File: src/rtl/inject_ctrl.sv
// Local injection controller: a DEPTH-entry flit FIFO that injects its head into
// the highest free crossbar port left over by allocation, and flags starvation.
`ifndef NUM_PORT
`define NUM_PORT 5
`endif

module inject_ctrl #(
   parameter int FLIT_W    = 64,
   parameter int DEPTH     = 4,
   parameter int STARVE_TH = 8
) (
   input  logic                      clk,
   input  logic                      reset,
   input  logic [FLIT_W-1:0]         pe_flit,
   input  logic                      pe_valid,
   output logic                      pe_ready,
   input  logic [`NUM_PORT-1:0]      remain,
   output logic [FLIT_W-1:0]         inj_flit,
   output logic                      inj_valid,
   output logic [`NUM_PORT-1:0]      inj_port,
   output logic                      starve,
   output logic [$clog2(DEPTH):0]    occupancy
);

   localparam int AW = $clog2(DEPTH);
   localparam int OW = AW + 1;
   localparam logic [OW-1:0] FULL = OW'(DEPTH);
   localparam logic [3:0]    TH   = 4'(STARVE_TH);

   typedef enum logic [1:0] {IDLE, WAIT, STARVE} state_t;

   logic [FLIT_W-1:0] mem [DEPTH];
   logic [AW-1:0]     rd_ptr, wr_ptr;
   logic [OW-1:0]     occ_next;
   logic [3:0]        wait_cnt, cnt_next;
   state_t            state;
   logic              push, pop;

   // The local port never carries an injected flit, so bit 4 is ignored.
   logic unused_local;
   assign unused_local = remain[4];

   assign pe_ready  = (occupancy != FULL);
   assign inj_valid = (occupancy != '0) & (|remain[3:0]);
   assign inj_flit  = mem[rd_ptr];
   assign push      = pe_valid & pe_ready;
   assign pop       = inj_valid;

   // NOTE: every variable assigned in always_comb gets a default first, so no latch is inferred.
   always_comb begin
      inj_port = '0;
      if (inj_valid) begin
         if (remain[3])      inj_port[3] = 1'b1;
         else if (remain[2]) inj_port[2] = 1'b1;
         else if (remain[1]) inj_port[1] = 1'b1;
         else                inj_port[0] = 1'b1;
      end
   end

   always_comb begin
      occ_next = occupancy;
      if (push && !pop)      occ_next = occupancy + 1'b1;
      else if (pop && !push) occ_next = occupancy - 1'b1;

      cnt_next = wait_cnt;
      if (inj_valid || occupancy == '0) cnt_next = '0;
      else if (wait_cnt != 4'hf)        cnt_next = wait_cnt + 1'b1;
   end

   // NOTE: flit storage has no reset; only pointers and occupancy decide what is valid.
   always_ff @(posedge clk) begin
      if (push) mem[wr_ptr] <= pe_flit;
   end

   // NOTE: sequential state uses non-blocking assignments only.
   always_ff @(posedge clk or posedge reset) begin
      if (reset) begin
         rd_ptr    <= '0;
         wr_ptr    <= '0;
         occupancy <= '0;
         wait_cnt  <= '0;
      end else begin
         if (push) wr_ptr <= wr_ptr + 1'b1;
         if (pop)  rd_ptr <= rd_ptr + 1'b1;
         occupancy <= occ_next;
         wait_cnt  <= cnt_next;
      end
   end

   always_ff @(posedge clk or posedge reset) begin
      if (reset) begin
         state  <= IDLE;
         starve <= 1'b0;
      end else begin
         case (state)
            IDLE: begin
               if (occ_next != '0) state <= WAIT;
               starve <= 1'b0;
            end
            WAIT: begin
               if (occ_next == '0) begin
                  state  <= IDLE;
                  starve <= 1'b0;
               end else if (cnt_next == TH) begin
                  state  <= STARVE;
                  starve <= 1'b1;
               end else begin
                  starve <= 1'b0;
               end
            end
            STARVE: begin
               if (pop) begin
                  state  <= (occ_next != '0) ? WAIT : IDLE;
                  starve <= 1'b0;
               end else begin
                  starve <= 1'b1;
               end
            end
            default: begin
               state  <= IDLE;
               starve <= 1'b0;
            end
         endcase
      end
   end

endmodule
File: config.mk
export PLATFORM = sky130hd
export DESIGN_NAME = inject_ctrl
export DESIGN_NICKNAME = d
export VERILOG_FILES = /design/src/rtl/inject_ctrl.sv
export SDC_FILE = /design/constraint.sdc
export NUM_CORES = 1
export LEC_CHECK = 0
export CAP_MARGIN = 20
export CORE_MARGIN = 4
export CORE_UTILIZATION = 55
export CTS_CLUSTER_DIAMETER = 40
export CTS_CLUSTER_SIZE = 30
export DETAILED_ROUTE_END_ITERATION = 8
export PLACE_DENSITY = 0.81
export SETUP_SLACK_MARGIN = 0.1
export SLEW_MARGIN = 20
export SYNTH_ARGS = -nofsm -noshare
export SYNTH_HDL_FRONTEND = slang
export SYNTH_SLANG_ARGS = --single-unit
File: constraint.sdc
create_clock -name clk -period 7.5 [get_ports clk]
set_input_delay 1.875 -clock clk [delete_from_list [all_inputs] [get_ports clk]]
set_output_delay 1.875 -clock clk [all_outputs]
set_load 0.005 [all_outputs]
Word level (Yosys, flattened, before mapping)
Memory sizes are Yosys's and may differ from the RTL's.
Cells that the tools add are included.
{"block": "totals", "n_memories": 1, "input_bits": 72, "ff_bits": 14, "ram_bits": 256}
{"name": "mem", "depth": 4, "word_bits": 64, "rd": 1, "rd_clocked_by_memory_dff": 0, "write_ports": 1, "line": "32", "source": "logic [FLIT_W-1:0] mem [DEPTH];"}
{"block": "op_classes", "n_eq_ne": 8, "bitwise_logic": 2, "reduce_logical": 12, "n_addsub": 5, "n_mux": 23}
{"operator": "4-bit two-way mux", "n": 3}
{"operator": "1-bit two-way mux", "n": 10}
{"operator": "2-bit two-way mux", "n": 5}
{"operator": "3-bit two-way mux", "n": 3}
{"operator": "3-bit logical NOT", "n": 2}
{"operator": "3-bit != test, second input constant", "n": 2}
{"operator": "2-bit case mux with 3 select lines", "n": 1}
{"operator": "3-bit nonzero test", "n": 2}
{"operator": "2-bit by 1-bit adder with 2-bit output, second input constant", "n": 2}
{"operator": "4-bit by 1-bit adder with 4-bit output, second input constant", "n": 1}
{"operator": "4-bit equality test, second input constant", "n": 1}
{"operator": "2-bit != test, second input constant", "n": 2}
{"operator": "4-bit != test, second input constant", "n": 1}
{"operator": "4-bit OR reduction", "n": 1}
{"operator": "3-bit by 1-bit adder with 3-bit output, second input constant", "n": 1}
{"operator": "3-bit AND reduction", "n": 1}
{"operator": "3-bit by 1-bit subtractor with 3-bit output, second input constant", "n": 1}
{"operator": "1-bit AND", "n": 2}
{"operator": "2-bit by 1-bit equality test with 1-bit output, second input constant", "n": 1}
{"operator": "2-bit equality test, second input constant", "n": 1}
{"operator": "1-bit logical AND", "n": 2}
{"operator": "1-bit logical NOT", "n": 2}
{"operator": "2-bit logical NOT", "n": 1}
{"operator": "1-bit case mux with 2 select lines", "n": 1}
{"operator": "1-bit logical OR", "n": 1}

Depth between registers and ports, before layout
{"block": "depth", "depth_word": 10, "depth_mapped": 9}

Worst setup path before layout
Ideal clock, no wire load.
{"block": "synth_timing", "kind": "input port to output port", "from": "in remain[3]", "to": "out inj_valid", "required_ps": 5625, "arrival_time_ps": 2689, "path_stages": 3, "slack_ps": 2936, "path_buffers": 0, "path_cell_list": "or4_4 nand2_1 inv_1"}
{"block": "synth_between", "elab_chain_cells": 2}
{"item": "start: declaration", "line": "17", "source": "input logic [`NUM_PORT-1:0] remain,"}
{"item": "4-bit OR reduction", "line": "44", "source": "assign inj_valid = (occupancy != '0) & (|remain[3:0]);"}
{"item": "1-bit AND", "line": "44"}
{"item": "end: declaration", "line": "19", "source": "output logic inj_valid,"}
Every way passes these cells.

Final worst setup path
Same ends and word-level chain as after synthesis.

==> impl_metrics.ini <==
[cts]
htreeDepth = 2
numCtsBuffers = 35
clock_latency_ns = 0.49
clock-root-buffer = clkbuf_16
cts.reportedPaths.clkPinSlew_ns = 0.05
clkSinkCount = 270
post_cts_buffers = 0
cts_buffer_depth = 3
cts_hold_buffers = 0
cts_tree = yes
cts-resized-gates = 0

[placed_design]
dp_hpwl_mm = 11.0
dp_cells = 799
globalplace.congestion = 0.817
io_buffers = 144
dpl_cell_area_sq_mm = 0.0119

[floorplan]
io_pins = 147
die_x_microns = 144
rows = 49
start_util_pct = 56.4
die-height_microns = 144
core_sq_mm = 0.0181
die_area_sq_mm = 0.0208

[setup_path]
cp_slowest_stage_delay_ns = 0.61
worstReg2RegEnd = mem[0][60]
critical_path_class = in -> out
cp.arrival_ns = 3.82
crit_top_cell = clkdlybuf4s50_1
cp-start-kind = input port
cpLargestDelayFamily = buffers and inverters
reg2regPathDepth = 5
critPathRequiredTime_ns = 5.62
ff2ff_setup_slack_ns = 4.88
cp-end-kind = output port
r2r-start = occupancy[0]
slowest_stage = or4_4
crit_path_cell_trace = clkdlybuf4s50_1, or4_4, nand2_1, inv_1, clkdlybuf4s50_1
worstPathMaxFanout = 7
cp_num_buf_inv = 3

[synth]
synth_area_sq_mm = 0.0102
ys_ff_latch = 270
synth_common_cells = 256 x edfxtp_1, 64 x mux4_2, 14 x dfrtp_1
syn_area_per_cell_sq_um = 23.2
synth_area_leaders = edfxtp_1 75%, mux4_2 14%, dfrtp_1 3.4%, ha_1 1.5%, xnor2_1 0.43%
synth_compound_area_share_pct = 1.55
synth_top_area_share_pct = 75.4
synthAdderAreaFrac_pct = 1.57
synth_edf_count = 256
synth_cell_types = 41
synth_top_family_by_area = multiplexers
postSynth.asyncResetShare_pct = 5.19
synth_xor_area_share_pct = 0.429
yosys.area.top_type = edfxtp_1
yosysSeqAreaShare_pct = 78.8
yosysWarnings = 0
synth_simple_gate_area_share_pct = 2.29
yosysMostFrequentCell = edfxtp_1
syn_inst = 440
muxShareOfSynthArea_pct = 14.3
synth-main-ff-cell = edfxtp_1
syn-num-nets = 524

[cells_and_area]
num_antenna_cells = 0
nets = 691
num-fill-cells = 1033
utilization_pct = 72.1
layout-drive-gt1-share_pct = 21.7
final_area_sq_mm = 0.0130
regArea_sq_mm = 0.00805
syn_to_final_growth_pct = 27.9
fin_cells = 861
multi_input_area_sq_mm = 0.00207

[power_and_ir_drop]
pwr-share-clk_pct = 30.8
seqPwrFrac_pct = 42.0
p_sw_share_pct = 26.5
p_comb_share_pct = 27.2
power.density_mw_per_mm2 = 401
p_leak_uw = 0.00435
peakVddDrop_mv = 0.237
p_int_uw = 3840
p_switching_uw = 1380

[hold_path]
hp-start = state[0]
hold_class = reg -> reg
holdPathStages = 1
worstHoldEndpoint = state[0]

[drt]
drc = 0
dr.pass1.iters = 4
initialDrtViolationCount = 286
drt-wirelength-per-cell_microns = 22.0
viasPerCell = 5.78
antenna_left = 0
vias = 4978
wirelength_mm = 19.0

[global_route]
antenna_found_initial = 1
grt_pass1_vias = 5415
grt.overflow.total = 0
grt_use_met1_pct = 23.6
grt_max_degree = 66
grt_pass1_wl_mm = 29.3
grt-busiest-layer = met2
grtUsageMet2_pct = 32.2
grt_usage_pct = 18.6
use_met3_pct = 4.10

[sta]
fmax_mhz = 176
report.final.slew_viol_count = 0
finalSetupViolations = 0
rsz0062_at_grt = false
whs_ns = 0.567
skew_ns = 0.0123
hold_viol = 0
worst_pin_slew_ns = 1.00
finalCritPeriodShare_pct = 75.9
relSlewSlack_pct = 33.2
min_period_ns = 5.70
setup_tns_ns = 0

[outcome]
outcome = finished clean

[job]
maxCapViolations = 0
==> through the flow <==
step	total power (uW)	setup WS, ns
after global routing	5480	1.71
after CTS	5310	1.81
after detailed placement	3680	1.82
after global placement	3630	1.86
final	5230	1.80
after floorplan	2910	2.94
==> worst max path at each step <==
stage	from	end	slack (ns)	cells after the start
6_report	remain[3]	inj_valid	1.80	5
3_3_place_gp	remain[3]	inj_valid	1.86	5
2_1_floorplan	remain[3]	inj_valid	2.94	3
5_1_grt	remain[3]	inj_valid	1.71	5
3_5_place_dp	remain[3]	inj_valid	1.82	5
4_1_cts	remain[3]	inj_valid	1.81	5
==> placed cells by master (no fill, tap or decap), drive strengths merged, types with 3 or more instances in the layout <==
cell           instances
edfxtp               256
clkdlybuf4s50        144
mux4                  64
clkbuf                41
dfrtp                 14
inv                   13
ha                    12
clkinv                11
nand2                  8
and2                   7
o21ai                  6
xnor2                  5
nand2b                 4
nor2                   4
clkinvlp               4
o211ai                 4
nor4                   3
nand3                  3
==> cell type report <==
class	instances	area share, %
Sequential cell	270	61.7
Inverter	9	0.259
Timing Repair Buffer	146	11.2
Clock buffer	41	7.21
Multi-Input combinational cell	145	15.9
Tap cell	229	2.20
Clock inverter	21	1.63
==> cells by family (layout without fill, tap and decap cells) <==
logic type | Yosys count | in the layout
AND/OR/NAND/NOR | 39 | 39
XOR/XNOR | 5 | 5
other | 1 | 1
adder cells (fa/ha/maj) | 13 | 13
AO/OA/AOI/OAI | 21 | 21
buffers and inverters | 25 | 217
flip-flops | 270 | 270
multiplexers | 66 | 66
==> power by group through the flow <==
stage          Clock (uW)  Combinational [uW]  Sequential [uW]
2_1_floorplan           0                 834             2070
3_3_place_gp            0                1420             2210
3_5_place_dp            0                1440             2240
4_1_cts              1650                1460             2210
5_1_grt              1720                1530             2240
6_report             1610                1420             2190
==> registers in the layout, summed over array words and instances, names as in the netlist <==
| signal | count |
|---|---|
| rd_ptr | 2 |
| wr_ptr | 2 |
| wait_cnt | 4 |
| starve | 1 |
| occupancy | 3 |
| mem | 256 |
| state | 2 |
==> metal layers <==
metal / up-vias / wire, microns
met5: - / 12
met4: 2 / 492
met3: 39 / 1020
met2: 164 / 9850
met1: 2583 / 7610
li1: 2190 / -
==> worst reg2reg max path: stages, from the launching register on <==
cell      delay [ns]
dfrtp_1         0.41
inv_1           0.12
ha_1            0.29
a21boi_0        0.33
buf_4           0.24
and2_4          0.81
Note: power is estimated with default switching activity, not from simulation.
